$ cat config.mk
export PLATFORM = sky130hd
export DESIGN_NAME = vga_timing_generator
export DESIGN_NICKNAME = d
export VERILOG_FILES = /design/src/rtl/vga_timing_generator.sv
export SDC_FILE = /design/constraint.sdc
export NUM_CORES = 1
export LEC_CHECK = 0
export CAP_MARGIN = 15
export CORE_MARGIN = 5
export CORE_UTILIZATION = 40
export CTS_CLUSTER_DIAMETER = 50
export DETAILED_ROUTE_END_ITERATION = 12
export GPL_ROUTABILITY_DRIVEN = 0
export HOLD_SLACK_MARGIN = 0.02
export PLACE_DENSITY = 0.66
export SYNTH_ARGS = -nofsm -noshare
export SYNTH_HDL_FRONTEND = slang
export SYNTH_SLANG_ARGS = --single-unit
$ cat constraint.sdc
create_clock -name vga_clock -period 4.71 [get_ports vga_clock]
set_clock_uncertainty 0.2 [all_clocks]
set_input_delay 0.942 -clock vga_clock [delete_from_list [all_inputs] [get_ports vga_clock]]
set_output_delay 0.942 -clock vga_clock [all_outputs]
set_load 0.01 [all_outputs]
$ cat src/rtl/vga_timing_generator.sv
// -----------------------------------------------------------------------------
// vga_timing_generator
//
// Raster timing source for the VGA path.
//
// Counts pixels and lines in the vga_clock domain. From these counts it
// produces:
//   - row, column and display_enable, consumed by the screen drawers;
//   - the hsync and vsync pins;
//   - the line, frame and vblank strobes used by game logic.
//
// Default timing is 640x480 @ 60 Hz at a 25.175 MHz pixel rate.
//
// All outputs are registered. Each one reflects the counter state from the
// previous enabled edge. While pixel_enable is low, every output holds its
// value. That includes the strobes, so consumers must qualify the strobes
// with pixel_enable.
//
// Optional build macro:
//   SYNC_DELAY_EN - hsync, vsync and display_enable pass through an extra
//                   DRAWER_LATENCY-stage shift register (advanced by
//                   pixel_enable). This aligns them with pixel colour
//                   leaving a drawer of that latency. column, row and the
//                   strobes are not delayed.
//
// Ports:
//   vga_clock      in   pixel clock
//   reset          in   asynchronous active-low reset
//   pixel_enable   in   clock enable; counters advance only when 1
//   column         out  current horizontal position (0..H_TOTAL-1)
//   row            out  current vertical position (0..V_TOTAL-1)
//   display_enable out  1 inside the visible area
//   hsync          out  horizontal sync pin
//   vsync          out  vertical sync pin
//   line_start     out  strobe at column 0 of every line
//   frame_start    out  strobe at column 0, row 0
//   vblank_start   out  strobe at column 0, row V_ACTIVE
//   frame_count    out  completed-frame counter (wraps at 16 bits)
// -----------------------------------------------------------------------------

module vga_timing_generator_param_check #(
    parameter int H_ACTIVE       = 640,
    parameter int H_FRONT        = 16,
    parameter int H_SYNC         = 96,
    parameter int H_BACK         = 48,
    parameter int V_ACTIVE       = 480,
    parameter int V_FRONT        = 10,
    parameter int V_SYNC         = 2,
    parameter int V_BACK         = 33,
    parameter int DRAWER_LATENCY = 2
) (
    input logic vga_clock
);
    localparam bit PARAMS_OK = (H_ACTIVE >= 1) && (H_FRONT >= 1) && (H_SYNC >= 1) &&
                               (H_BACK >= 1) && (V_ACTIVE >= 1) && (V_FRONT >= 1) &&
                               (V_SYNC >= 1) && (V_BACK >= 1) && (DRAWER_LATENCY >= 1);

    // Flag an illegal timing parameter set during simulation.
    always @(posedge vga_clock) begin
        assert (PARAMS_OK)
            else $error("vga_timing_generator: every timing parameter must be >= 1");
    end
endmodule

module vga_timing_generator #(
    parameter int H_ACTIVE        = 640,
    parameter int H_FRONT         = 16,
    parameter int H_SYNC          = 96,
    parameter int H_BACK          = 48,
    parameter int V_ACTIVE        = 480,
    parameter int V_FRONT         = 10,
    parameter int V_SYNC          = 2,
    parameter int V_BACK          = 33,
    parameter bit SYNC_ACTIVE_LOW = 1'b1,
    parameter int DRAWER_LATENCY  = 2
) (
    input  logic        vga_clock,
    input  logic        reset,
    input  logic        pixel_enable,
    output int          column,
    output int          row,
    output logic        display_enable,
    output logic        hsync,
    output logic        vsync,
    output logic        line_start,
    output logic        frame_start,
    output logic        vblank_start,
    output logic [15:0] frame_count
);
    localparam int H_TOTAL = H_ACTIVE + H_FRONT + H_SYNC + H_BACK;
    localparam int V_TOTAL = V_ACTIVE + V_FRONT + V_SYNC + V_BACK;
    localparam int HW      = (H_TOTAL > 1) ? $clog2(H_TOTAL) : 1;
    localparam int VW      = (V_TOTAL > 1) ? $clog2(V_TOTAL) : 1;

    // Every boundary below is at most TOTAL-1, so it fits the counter width.
    localparam logic [HW-1:0] H_LAST     = HW'(H_TOTAL - 1);
    localparam logic [HW-1:0] H_ACT_END  = HW'(H_ACTIVE);
    localparam logic [HW-1:0] HS_START   = HW'(H_ACTIVE + H_FRONT);
    localparam logic [HW-1:0] HS_END     = HW'(H_ACTIVE + H_FRONT + H_SYNC);
    localparam logic [VW-1:0] V_LAST     = VW'(V_TOTAL - 1);
    localparam logic [VW-1:0] V_ACT_END  = VW'(V_ACTIVE);
    localparam logic [VW-1:0] VS_START   = VW'(V_ACTIVE + V_FRONT);
    localparam logic [VW-1:0] VS_END     = VW'(V_ACTIVE + V_FRONT + V_SYNC);
    localparam logic          SYNC_IDLE  = SYNC_ACTIVE_LOW;

    // Pin level for a sync signal: the pulse level is the inverse of idle.
    function automatic logic sync_level(input logic pulse);
        if (pulse) begin
            sync_level = ~SYNC_IDLE;
        end else begin
            sync_level = SYNC_IDLE;
        end
    endfunction

    vga_timing_generator_param_check #(
        .H_ACTIVE       (H_ACTIVE),
        .H_FRONT        (H_FRONT),
        .H_SYNC         (H_SYNC),
        .H_BACK         (H_BACK),
        .V_ACTIVE       (V_ACTIVE),
        .V_FRONT        (V_FRONT),
        .V_SYNC         (V_SYNC),
        .V_BACK         (V_BACK),
        .DRAWER_LATENCY (DRAWER_LATENCY)
    ) u_param_check (
        .vga_clock (vga_clock)
    );

    logic [HW-1:0] h_cnt_r;
    logic [VW-1:0] v_cnt_r;
    logic [15:0]   frame_cnt_r;
    logic [HW-1:0] h_next_s;
    logic [VW-1:0] v_next_s;
    logic [15:0]   frame_next_s;

    logic de_s;
    logic hsync_s;
    logic vsync_s;
    logic line_start_s;
    logic frame_start_s;
    logic vblank_start_s;

    logic de_r;
    logic hsync_r;
    logic vsync_r;

    // Raster stepping: pixel wrap advances the line; line wrap completes a frame.
    always_comb begin
        h_next_s     = h_cnt_r;
        v_next_s     = v_cnt_r;
        frame_next_s = frame_cnt_r;
        if (h_cnt_r == H_LAST) begin
            h_next_s = {HW{1'b0}};
            if (v_cnt_r == V_LAST) begin
                v_next_s     = {VW{1'b0}};
                frame_next_s = frame_cnt_r + 16'd1;
            end else begin
                v_next_s     = v_cnt_r + {{(VW-1){1'b0}}, 1'b1};
                frame_next_s = frame_cnt_r;
            end
        end else begin
            h_next_s     = h_cnt_r + {{(HW-1){1'b0}}, 1'b1};
            v_next_s     = v_cnt_r;
            frame_next_s = frame_cnt_r;
        end
    end

    // Decode the current raster position into the values the output stage publishes.
    always_comb begin
        de_s           = (h_cnt_r < H_ACT_END) && (v_cnt_r < V_ACT_END);
        hsync_s        = sync_level((h_cnt_r >= HS_START) && (h_cnt_r < HS_END));
        vsync_s        = sync_level((v_cnt_r >= VS_START) && (v_cnt_r < VS_END));
        line_start_s   = (h_cnt_r == {HW{1'b0}});
        frame_start_s  = (h_cnt_r == {HW{1'b0}}) && (v_cnt_r == {VW{1'b0}});
        vblank_start_s = (h_cnt_r == {HW{1'b0}}) && (v_cnt_r == V_ACT_END);
    end

    // Raster counters, advanced only on enabled pixel edges.
    always_ff @(posedge vga_clock or negedge reset) begin
        if (!reset) begin
            h_cnt_r     <= {HW{1'b0}};
            v_cnt_r     <= {VW{1'b0}};
            frame_cnt_r <= 16'd0;
        end else if (pixel_enable) begin
            h_cnt_r     <= h_next_s;
            v_cnt_r     <= v_next_s;
            frame_cnt_r <= frame_next_s;
        end
    end

    // Output stage: publish the state the counters held before this edge.
    always_ff @(posedge vga_clock or negedge reset) begin
        if (!reset) begin
            column       <= 32'sd0;
            row          <= 32'sd0;
            de_r         <= 1'b0;
            hsync_r      <= SYNC_IDLE;
            vsync_r      <= SYNC_IDLE;
            line_start   <= 1'b0;
            frame_start  <= 1'b0;
            vblank_start <= 1'b0;
            frame_count  <= 16'd0;
        end else if (pixel_enable) begin
            column       <= int'(h_cnt_r);
            row          <= int'(v_cnt_r);
            de_r         <= de_s;
            hsync_r      <= hsync_s;
            vsync_r      <= vsync_s;
            line_start   <= line_start_s;
            frame_start  <= frame_start_s;
            vblank_start <= vblank_start_s;
            frame_count  <= frame_cnt_r;
        end
    end

`ifdef SYNC_DELAY_EN
    logic [DRAWER_LATENCY-1:0] hs_dly_r;
    logic [DRAWER_LATENCY-1:0] vs_dly_r;
    logic [DRAWER_LATENCY-1:0] de_dly_r;

    // Delay line that matches the sync/enable pins to the drawer pipeline depth.
    always_ff @(posedge vga_clock or negedge reset) begin
        if (!reset) begin
            hs_dly_r <= {DRAWER_LATENCY{SYNC_IDLE}};
            vs_dly_r <= {DRAWER_LATENCY{SYNC_IDLE}};
            de_dly_r <= {DRAWER_LATENCY{1'b0}};
        end else if (pixel_enable) begin
            hs_dly_r[0] <= hsync_r;
            vs_dly_r[0] <= vsync_r;
            de_dly_r[0] <= de_r;
            for (int i = 1; i < DRAWER_LATENCY; i++) begin
                hs_dly_r[i] <= hs_dly_r[i-1];
                vs_dly_r[i] <= vs_dly_r[i-1];
                de_dly_r[i] <= de_dly_r[i-1];
            end
        end
    end

    assign hsync          = hs_dly_r[DRAWER_LATENCY-1];
    assign vsync          = vs_dly_r[DRAWER_LATENCY-1];
    assign display_enable = de_dly_r[DRAWER_LATENCY-1];
`else
    assign hsync          = hsync_r;
    assign vsync          = vsync_r;
    assign display_enable = de_r;
`endif

endmodule

-- Word-level counts from Yosys, hierarchy flattened
Cells that the tools add are included.
- bits in registers: 78
- bits in latches: 0
- bits in writable memories: 0
- bits in read-only memories: 0
- input bits: 3
- output and inout bits: 86
- memories kept: 0
- add/subtract/negate cells: 3
- multipliers: 0
- div/mod/pow operators: 0
- order comparisons: 6
- eq/ne operators: 3
- shift-type cells: 0
- muxes and demuxes: 4
- bitwise gates (word level): 0
- reduce and logical (&&, ||, !) cells: 9
- operator list (kind ; count):
    adder 10 x 1 -> 10 bit, second input constant ; 2
    == test 10 bit, second input constant ; 2
    zero test 10 bit ; 2
    less-than comparator 10 bit, second input constant ; 2
    less-than comparator 10 x 9 -> 1 bit, second input constant ; 2
    2-to-1 mux 10 bit ; 2
    adder 16 x 1 -> 16 bit, second input constant ; 1
    == test 10 x 9 -> 1 bit, second input constant ; 1
    >= comparator 10 bit, second input constant ; 1
    >= comparator 10 x 9 -> 1 bit, second input constant ; 1
    logical AND 1 bit ; 5
    AND reduction 3 bit ; 1
    2-to-1 mux 1 bit ; 2
    AND reduction 2 bit ; 1

-- Longest topological paths before layout
- depth in word-level cells: 3
- depth in mapped cells: 6
- gate-level depth less buffers: 6

-- Worst setup path before layout
OpenSTA, ideal clock, no wires.
- path type: input to register
- from: input pixel_enable
- to: register frame_cnt_r[15]
- library setup time: 0.079 ns
- arrival time: 2.266 ns
- required time: 4.431 ns
- setup slack: 2.164 ns
- stages on the path: 6
- path buffers: 2
- cells stage by stage: buf_2 -> nand4_4 -> or4_4 -> buf_6 -> nor3_2 -> xor2_1
- cells in the longest elaborated chain, start to end: 1
- RTL lines (item ; line ; text):
    start: declaration ; 79 ; input logic pixel_enable,
    AND reduction 3 bit (no line) ; n/a ;
    end signal: assignment ; 187 ; frame_cnt_r <= frame_next_s;
    end: declaration ; 131 ; logic [15:0] frame_cnt_r;
Every way passes these cells.
A chain may end at the register's enable or synchronous reset.

-- Worst setup path after layout
- from: register vsync_r, in the netlist vsync
- to: output vsync
- RTL lines (item ; line ; text):
    start: declaration ; 145 ; logic vsync_r;
    start signal: assignment ; 208 ; vsync_r <= vsync_s;
    end: declaration ; 84 ; output logic vsync,
No word-level cell between the ends.

==> out/metrics.cfg <==
[die]
num_rows = 35
die_h_um = 108
core_um2 = 9330
start_util_pct = 41.3
die_w_um = 108
dieArea_um2 = 11700
num_io_pins = 89

[route]
drtAntennaViolNets = 0
routed_wl_mm = 7.30
drc_errors = 0
routed_via_density = 4.77
drt_iter0_drc = 64
num_vias = 2433
routedWlPerCell_um = 14.3
dr.pass1.iters = 4

[cells_and_area]
layout-drive-gt1-share_pct = 18.9
nets = 385
multi_input_area_um2 = 1620
stdcell_area_um2 = 4470
syn2layout_area_growth_pct = 16.2
seqCellArea_um2 = 1950
num-fill-cells = 850
n_antenna_cell = 0
final_common_cell = dfrtp_1
layout.cells.most_common_list = 76 x dfrtp_1, 44 x conb_1, 42 x clkdlybuf4s50_1

[sta]
setup_tns_ns = 0
fin_crit_ns = 2.59
grt_setup_unrepaired = no
drv_slew = 0
final-hold-violation-count = 0
max_slew_margin_pct = 34.6
tightest_slew_ns = 0.981
finalSetupViolCount = 0
timing.fmax_mhz = 385
period_share_pct = 55.1

[critical_path]
crit_family = flip-flops
crit_arrival_ns = 1.45
cpPeakStageDelay_ns = 0.55
cpMaxStageDelayCell = dfstp_2
end_kind = output port
crit_type = register to output port
reg2reg_depth = 5
r2r-start = h_cnt_r[0]
required_ns = 3.57
r2r_end = frame_cnt_r[15]
r2r_slack_ns = 2.38
crit_fanout = 2
critPathBufInv = 1
startpoint_type = register
crit_chain = clkdlybuf4s50_1

[grt]
grt_util_all_layers_pct = 13.1
antenna_found_initial = 0
grt_max_degree = 79
grt_first_pass_wirelength_mm = 12.1
grt_overflow_total = 0
first_global_vias = 2421

[placement]
hpwl_mm = 5.09
numPortBuffers = 44
placed_area_um2 = 4240

[pwr]
worst_ir_drop_vdd_v = 0.000185
p_leak_uw = 0.00209
p_per_area_nw_per_um2 = 350

[clock_tree]
cts_resized = 0
cts_hold_buf = 0
path_clk_slew_ns = 0.08
numCtsBuffers = 9
clock_latency_ns = 0.35
cts_setup_buffers = 0
cts_tree = done
root_buffer = clkbuf_8
htreeDepth = 3
clock-sinks = 78
cts_max_path_buffers = 2

[min_path]
hold_end = frame_cnt_r[9]
hold_class = register to register
hold_depth = 1
holdCritStartpoint = frame_cnt_r[9]

[synth]
synth_seq_cells = 78
syn-mean-instance-area_um2 = 11.6
synth-warning-count = 0
synth.distinct_cells = 48
synth_edf_count = 0
async_reset_ff_share_pct = 100
seq_area_frac_synth_pct = 50.8
syn_inst = 332
ys.flop_type = dfrtp_1
synthesis.area_um2 = 3850

[run_status]
status = finished, final reports clean

[run]
maxCapViolCount = 0

worst max path at each step:
stage               slack, ns          from  cells after the start         endpoint
floorplan                2.16  pixel_enable                      6  frame_cnt_r[15]
global placement         2.13  pixel_enable                      6     vblank_start
detailed placement       2.00  pixel_enable                      6     vblank_start
CTS                      2.09         vsync                      1            vsync
global route             2.08         vsync                      1            vsync
finish                   2.12         vsync                      1            vsync
kinds of logic (layout without fill, tap and decap cells):
| family | after synthesis | after routing | synth area share, % |
|---|---|---|---|
| xor+xnor | 25 | 25 | 5.69 |
| fa+ha+maj | 5 | 5 | 1.62 |
| flops | 78 | 78 | 50.8 |
| compound gates | 23 | 23 | 3.77 |
| mux | 38 | 38 | 11.1 |
| other cells | 1 | 44 | 0.0974 |
| simple gates | 94 | 94 | 15.7 |
| buf+inv | 68 | 74 | 11.2 |
per-layer routing:
| layer | global-route usage (%) | share of wire [%] | routed length, µm | vias up |
|---|---|---|---|---|
| met5 | 0 | 0 | 0 | - |
| met4 | 3.61 | 1.0 | 74 | 0 |
| met3 | 4.30 | 6.9 | 502 | 8 |
| met2 | 20.0 | 46 | 3380 | 83 |
| met1 | 17.8 | 46 | 3340 | 1188 |
| li1 | - | - | - | 1154 |
cell usage after synthesis, types with 3 or more instances:
cell / number / share of area, %
nor3_2: 5 / 1.3
nand3_1: 15 / 1.9
nor2_1: 11 / 1.1
o21ai_0: 11 / 1.4
buf_2: 4 / 0.52
nor3_1: 9 / 1.2
and3_1: 4 / 0.65
nand4_1: 8 / 1.3
dfrtp_1: 76 / 49
xnor2_1: 13 / 3.0
and2_1: 3 / 0.49
ha_1: 5 / 1.6
and4_1: 4 / 0.91
mux2_2: 38 / 11
nand2_1: 18 / 1.8
buf_1: 4 / 0.39
inv_1: 13 / 1.3
buf_4: 44 / 8.6
xor2_1: 12 / 2.7
final cells by class:
type	instances	area share (%)
multi-input cells	229	36.3
repair buffers	46	10.0
well taps	129	3.61
clock buffers	11	3.16
inverters	13	1.09
clock inverters	4	2.13
flip-flops and latches	78	43.7
per-stage QoR:
stage	std cells	power, µW	hold slack (ns)	util (%)	setup slack, ns
final	510	1570	0.289	48.0	2.12
after floorplan	375	920	0.236	-	2.16
after global routing	510	1640	0.308	48.0	2.08
after CTS	510	1590	0.294	48.0	2.09
after detailed placement	495	986	0.279	45.4	2.00
after global placement	495	978	0.280	45.4	2.13
power breakdown:
group	switching, µW	total (µW)	internal [µW]
Clock	232	595	363
Sequential	65.6	778	713
Combinational	102	192	89.4
state kept, by name, summed over array words and instances, names as in the netlist:
signal and count:
column 10, display_enable 1, frame_cnt_r 16, frame_count 16
frame_start 1, h_cnt_r 10, hsync 1, line_start 1
row 10, v_cnt_r 10, vblank_start 1, vsync 1
Note: power is estimated with default switching activity, not from simulation.
